### config.mk
export PLATFORM = sky130hd
export DESIGN_NAME = freq_report_scheduler
export DESIGN_NICKNAME = d
export VERILOG_FILES = /design/src/rtl/freq_report_scheduler.sv
export SDC_FILE = /design/constraint.sdc
export NUM_CORES = 1
export LEC_CHECK = 0
export ABC_CLOCK_PERIOD_IN_PS = 17250
export CAP_MARGIN = 20
export CORE_UTILIZATION = 50
export CTS_BUF_LIST = sky130_fd_sc_hd__clkbuf_4
export CTS_CLUSTER_SIZE = 30
export DETAILED_ROUTE_END_ITERATION = 6
export PLACE_DENSITY_LB_ADDON = 0.12
export SLEW_MARGIN = 10
export SYNTH_ARGS = -nofsm -noshare
export SYNTH_HDL_FRONTEND = slang
export SYNTH_SLANG_ARGS = --single-unit
### constraint.sdc
create_clock -name clk -period 17.25 [get_ports clk]
set_input_delay 4.3125 -clock clk [delete_from_list [all_inputs] [get_ports clk]]
set_output_delay 4.3125 -clock clk [all_outputs]
set_load 0.01 [all_outputs]
### src/rtl/freq_report_scheduler.sv
// freq_report_scheduler
//   Periodic report sequencer between NUM_CH freq_meter channels and a UART
//   sender. Each report period it snapshots every channel result, then issues
//   one send_en per eligible channel in index order, with a start/busy
//   handshake to the sender. Ticks that land on a busy frame are counted in
//   missed_cnt. Handshakes the sender never acknowledges are counted in err_cnt.
//
// Optional feature: define REPORT_ONCHANGE_EN to skip channels whose snapshot
//   matches the value last sent for that channel.
//
// Ports
//   clk, rst    clock, asynchronous active-high reset
//   enable      0 holds the period counter at 0 so no new frames start
//   period_cfg  report period in cycles, 0 selects PERIOD_CYCLES
//   ch_freq     packed channel frequencies, ch0 in the LSBs
//   ch_duty     packed channel duties, ch0 in the LSBs
//   ch_valid    per-channel result valid
//   tx_busy     sender busy
//   send_en     one-cycle start pulse to the sender
//   rep_ch      index of the reported channel
//   rep_freq    reported frequency
//   rep_duty    reported duty
//   frame_busy  frame in progress, including the tick cycle
//   missed_cnt  saturating count of ticks lost to a busy frame
//   err_cnt     saturating count of acknowledge timeouts
module freq_report_scheduler #(
  parameter int unsigned NUM_CH        = 4,
  parameter int unsigned FREQ_W        = 34,
  parameter int unsigned DUTY_W        = 8,
  parameter int unsigned CNT_W         = 26,
  parameter int unsigned PERIOD_CYCLES = 50_000_000,
  parameter int unsigned ACK_TIMEOUT   = 1024,
  localparam int unsigned CH_W         = (NUM_CH > 1) ? $clog2(NUM_CH) : 1
) (
  input  logic                     clk,
  input  logic                     rst,
  input  logic                     enable,
  input  logic [CNT_W-1:0]         period_cfg,
  input  logic [NUM_CH*FREQ_W-1:0] ch_freq,
  input  logic [NUM_CH*DUTY_W-1:0] ch_duty,
  input  logic [NUM_CH-1:0]        ch_valid,
  input  logic                     tx_busy,
  output logic                     send_en,
  output logic [CH_W-1:0]          rep_ch,
  output logic [FREQ_W-1:0]        rep_freq,
  output logic [DUTY_W-1:0]        rep_duty,
  output logic                     frame_busy,
  output logic [15:0]              missed_cnt,
  output logic [7:0]               err_cnt
);

  localparam int unsigned AckW = $clog2(ACK_TIMEOUT + 1);

  typedef enum logic [2:0] {StIdle, StScan, StStart, StWaitAck, StWaitDone, StNext} state_e;

  state_e                state_q, state_d;
  logic [CNT_W-1:0]      cnt_q, cnt_d;
  logic [CH_W-1:0]       idx_q, idx_d;
  logic [FREQ_W-1:0]     snap_freq_q [NUM_CH];
  logic [FREQ_W-1:0]     snap_freq_d [NUM_CH];
  logic [DUTY_W-1:0]     snap_duty_q [NUM_CH];
  logic [DUTY_W-1:0]     snap_duty_d [NUM_CH];
  logic [NUM_CH-1:0]     snap_valid_q, snap_valid_d;
  logic [CH_W-1:0]       rep_ch_q, rep_ch_d;
  logic [FREQ_W-1:0]     rep_freq_q, rep_freq_d;
  logic [DUTY_W-1:0]     rep_duty_q, rep_duty_d;
  logic [15:0]           missed_q, missed_d;
  logic [7:0]            err_q, err_d;
  logic [AckW-1:0]       ack_q, ack_d;
  logic [CNT_W-1:0]      period;
  logic                  tick;
  logic                  last_ch;
  logic                  changed;

`ifdef REPORT_ONCHANGE_EN
  logic [FREQ_W+DUTY_W-1:0] sent_q [NUM_CH];
  logic [FREQ_W+DUTY_W-1:0] sent_d [NUM_CH];

  always_comb begin
    sent_d  = sent_q;
    changed = ({snap_freq_q[idx_q], snap_duty_q[idx_q]} != sent_q[idx_q]);
    if (send_en) sent_d[rep_ch_q] = {rep_freq_q, rep_duty_q};
  end

  always_ff @(posedge clk or posedge rst) begin
    if (rst) begin
      for (int i = 0; i < NUM_CH; i++) sent_q[i] <= '0;
    end else begin
      sent_q <= sent_d;
    end
  end
`else
  assign changed = 1'b1;
`endif

  always_comb begin
    period  = (period_cfg == '0) ? CNT_W'(PERIOD_CYCLES) : period_cfg;
    // >= so that lowering the period below the current count fires at once.
    // Gated by rst so no output can rise while reset is held.
    tick    = enable & ~rst & (cnt_q >= period - CNT_W'(1));
    last_ch = (idx_q == CH_W'(NUM_CH - 1));

    cnt_d   = (!enable || tick) ? '0 : cnt_q + CNT_W'(1);

    state_d      = state_q;
    idx_d        = idx_q;
    snap_freq_d  = snap_freq_q;
    snap_duty_d  = snap_duty_q;
    snap_valid_d = snap_valid_q;
    rep_ch_d     = rep_ch_q;
    rep_freq_d   = rep_freq_q;
    rep_duty_d   = rep_duty_q;
    missed_d     = missed_q;
    err_d        = err_q;
    ack_d        = ack_q;
    send_en      = 1'b0;

    unique case (state_q)
      StScan: begin
        if (snap_valid_q[idx_q] && changed) begin
          rep_ch_d   = idx_q;
          rep_freq_d = snap_freq_q[idx_q];
          rep_duty_d = snap_duty_q[idx_q];
          state_d    = StStart;
        end else if (last_ch) begin
          state_d = StIdle;
        end else begin
          idx_d = idx_q + CH_W'(1);
        end
      end
      StStart: begin
        if (!tx_busy) begin
          send_en = 1'b1;
          ack_d   = '0;
          state_d = StWaitAck;
        end
      end
      StWaitAck: begin
        if (tx_busy) begin
          state_d = StWaitDone;
        end else if (ack_q == AckW'(ACK_TIMEOUT - 1)) begin
          err_d   = (err_q == 8'hFF) ? err_q : err_q + 8'd1;
          state_d = StNext;
        end else begin
          ack_d = ack_q + AckW'(1);
        end
      end
      StWaitDone: begin
        if (!tx_busy) state_d = StNext;
      end
      StNext: begin
        if (last_ch) begin
          state_d = StIdle;
        end else begin
          idx_d   = idx_q + CH_W'(1);
          state_d = StScan;
        end
      end
      default: ;
    endcase

    if (tick) begin
      if (state_q == StIdle) begin
        for (int i = 0; i < NUM_CH; i++) begin
          snap_freq_d[i] = ch_freq[i*FREQ_W +: FREQ_W];
          snap_duty_d[i] = ch_duty[i*DUTY_W +: DUTY_W];
        end
        snap_valid_d = ch_valid;
        idx_d        = '0;
        state_d      = StScan;
      end else begin
        missed_d = (missed_q == 16'hFFFF) ? missed_q : missed_q + 16'd1;
      end
    end
  end

  always_ff @(posedge clk or posedge rst) begin
    if (rst) begin
      state_q      <= StIdle;
      cnt_q        <= '0;
      idx_q        <= '0;
      snap_valid_q <= '0;
      rep_ch_q     <= '0;
      rep_freq_q   <= '0;
      rep_duty_q   <= '0;
      missed_q     <= '0;
      err_q        <= '0;
      ack_q        <= '0;
      for (int i = 0; i < NUM_CH; i++) begin
        snap_freq_q[i] <= '0;
        snap_duty_q[i] <= '0;
      end
    end else begin
      state_q      <= state_d;
      cnt_q        <= cnt_d;
      idx_q        <= idx_d;
      snap_valid_q <= snap_valid_d;
      rep_ch_q     <= rep_ch_d;
      rep_freq_q   <= rep_freq_d;
      rep_duty_q   <= rep_duty_d;
      missed_q     <= missed_d;
      err_q        <= err_d;
      ack_q        <= ack_d;
      snap_freq_q  <= snap_freq_d;
      snap_duty_q  <= snap_duty_d;
    end
  end

  assign frame_busy = (state_q != StIdle) | tick;
  assign rep_ch     = rep_ch_q;
  assign rep_freq   = rep_freq_q;
  assign rep_duty   = rep_duty_q;
  assign missed_cnt = missed_q;
  assign err_cnt    = err_q;

endmodule
==> impl_metrics.json <==
{
  "core_area_um2": 26060,
  "dr.pass1.iters": 4,
  "fin_ws_ps": 3809,
  "swShare_pct": 22.58,
  "setup_tns_ps": 0,
  "dp.final_hpwl_um": 19920,
  "start_util_pct": 51.03,
  "synth_ff_type": "dfrtp_1",
  "synth_edf_count": 0,
  "cts_resized": 0,
  "tightest_slew_ps": 1021,
  "setup.worst_path.class": "in2out",
  "first_global_vias": 9356,
  "via_per_inst": 5.348,
  "antenna_found_initial": 7,
  "worstSkewPairLatency_ps": 700,
  "p_clk_share_pct": 45.4,
  "power_density_nw_per_um2": 78.48,
  "seqCellArea_um2": 7062,
  "routabilityCongestion": 0.8441,
  "fin_util_pct": 66.33,
  "wirelength_um": 29840,
  "drv_slew": 0,
  "synth_fp_nets": 1205,
  "clkTransAtPathRegs_ps": 60,
  "min_period_ps": 13440,
  "netlist_top_cells_area": "dfrtp_1 53%, mux2_2 16%, mux4_2 7.3%",
  "drt_first_iter_violations": 386,
  "arrival_ps": 9130,
  "ioPinCount": 272,
  "power_leakage_uw": 0.008142,
  "die_w_um": 165.1,
  "die_area_um2": 27250,
  "grt_usage_pct": 22.56,
  "finalSetupViolCount": 0,
  "seqPwrFrac_pct": 48.9,
  "startpoint": "period_cfg[11]",
  "min_period_over_period_pct": 77.92,
  "synth.top_cell.area_share_pct": 53.07,
  "cts_buffer_depth": 3,
  "ir_worst_vdd_mv": 0.05550,
  "dr_total_vias": 8963,
  "clockRootBuffer": "clkbuf_4",
  "drive_above_1_share_pct": 28.89,
  "cap_violations": 0,
  "ctsHoldBuffers": 0,
  "power_frac_comb_pct": 5.7,
  "start_kind": "input pin",
  "final_common_cell": "dfrtp_1",
  "fin_cells": 1676,
  "fin_skew_ps": 61.07,
  "die_h_um": 165.1,
  "synth_area_um2": 13300,
  "nFillCells": 2052,
  "async_reset_ff_share_pct": 100.0,
  "final_cell_mix": "280 x dfrtp_1, 271 x clkdlybuf4s50_1, 192 x mux2_2",
  "cts_tree": "done",
  "post-cts-setup-buffers": 0,
  "place_inst": 1541,
  "r2r-start": "cnt_q[4]$_DFF_PP0_",
  "fmaxAchievable_mhz": 74.40,
  "placementRows": 59,
  "ys_warn_count": 0,
  "synthCells": 972,
  "htree_num_levels": 3,
  "power.internal_uw": 1050,
  "wl_per_cell_um": 17.80,
  "avgSynthCellArea_um2": 13.68,
  "io_buffer_count": 271,
  "synth-seq-cells": 282,
  "multi_input_area_um2": 5959,
  "ys_seq_area_share_pct": 53.07,
  "hold_violations": 0,
  "grt_max_degree": 176,
  "hp-start": "snap_duty_q[18]$_DFFE_PP0P_",
  "slew_headroom_pct": 31.96,
  "ant_nets": 0,
  "drc": 0,
  "grt_pass1_wl_um": 47740,
  "path_max_fanout": 17,
  "hold_class": "reg2reg",
  "cp-end-kind": "output pin",
  "layout.nets": 1517,
  "syn_to_final_growth_pct": 30.00,
  "rsz0062_at_grt": "no",
  "hold_slack_ps": 484.2,
  "pre_cts_slack_ps": 3788,
  "cp.required_ps": 12940,
  "p_sw_uw": 306.3,
  "status": "completed",
  "overflow": 0,
  "cts-buffers-inserted": 76,
  "synth_area_leader_cell": "dfrtp_1",
  "numClockSinks": 282,
  "netlist-cell-type-count": 53
}
critical path: stages:
cell,delay (ps)
clkdlybuf4s50_1,490
or4_1,660
nor4_4,380
nand3_1,210
nor4_4,620
nor2_1,110
xor2_1,200
ha_1,310
a211oi_1,230
nor2_1,70
a2111oi_0,450
o41ai_2,220
or3_1,360
clkdlybuf4s50_1,490
path summary, 6_finish.rpt:
path | to | cells past startpoint | slack (ps)
worst max-delay path | frame_busy | 14 | 3810
worst min-delay path | snap_duty_q[18]$_DFFE_PP0P_ | 1 | 480
worst max register to register | snap_duty_q[15]$_DFFE_PP0P_ | 9 | 13780
worst min register to register | snap_duty_q[18]$_DFFE_PP0P_ | 1 | 480
max in group asynchronous | idx_q[0]$_DFF_PP0_ | 3 | 11570
min in group asynchronous | cnt_q[0]$_DFF_PP0_ | 2 | 4180
cell usage after synthesis (all sizes together), types with 11 or more instances:
cell and n:
nand3 22, nor2 78, buf 26, xor2 39, mux4 43, xnor2 36, nand4 24, nand2 43
nor3 11, ha 31, dfrtp 282, clkbuf 16, and3 13, inv 12, a21oi 12, mux2 218
power by group through the flow:
| stage | registers (µW) | logic, µW | clock network (µW) |
|---|---|---|---|
| global placement | 676 | 77.6 | 0 |
| CTS | 664 | 79.1 | 639 |
| finish | 664 | 77.5 | 615 |
| detailed placement | 676 | 78.7 | 0 |
| floorplan | 676 | 21.4 | 0 |
| global route | 663 | 85.5 | 671 |
final cells by class:
type / instances / share of cell area (%)
inverter: 12 / 0.3040
sequential: 282 / 40.85
tap: 335 / 2.425
clock buffer: 118 / 5.125
timing repair buffer: 276 / 16.06
antenna: 5 / 0.07239
clock inverter: 12 / 0.6877
multi-input combinational: 636 / 34.48
cell families (layout without fill, tap and decap cells):
logic type | Yosys count | after routing | share of synthesized area, %
buffers and inverters | 54 | 418 | 2.164
XOR/XNOR | 75 | 75 | 4.940
other | 0 | 5 | 0
flip-flops | 282 | 282 | 53.07
multiplexers | 261 | 261 | 25.75
AND/OR/NAND/NOR | 232 | 232 | 9.128
adder cells (fa/ha/maj) | 31 | 31 | 2.917
AO/OA/AOI/OAI | 37 | 37 | 2.033
flip-flops by register name, summed over array words and instances, names as in the netlist:
name	count
cnt_q	26
snap_valid_q	4
snap_duty_q	32
rep_ch	2
state_q	3
snap_freq_q	136
missed_cnt	16
rep_duty	8
err_cnt	8
rep_freq	34
idx_q	2
ack_q	11
metrics by stage:
stage	instance area [µm²]	power (µW)
after global placement	16270	753.6
after floorplan	13300	697.6
final	17290	1357
after global routing	17280	1420
after CTS	17270	1381
after detailed placement	16270	754.6
per-layer routing:
metal | part of all wire, % | vias to the layer above | track usage (%) | wire (µm)
met1 | 40 | 4471 | 27.38 | 12060
li1 | - | 4203 | - | -
met5 | 0.084 | - | 0 | 25
met3 | 7.8 | 54 | 8.566 | 2335
met2 | 49 | 231 | 36.48 | 14760
met4 | 2.2 | 4 | 8.424 | 652
(Power assumes the default switching activity.)
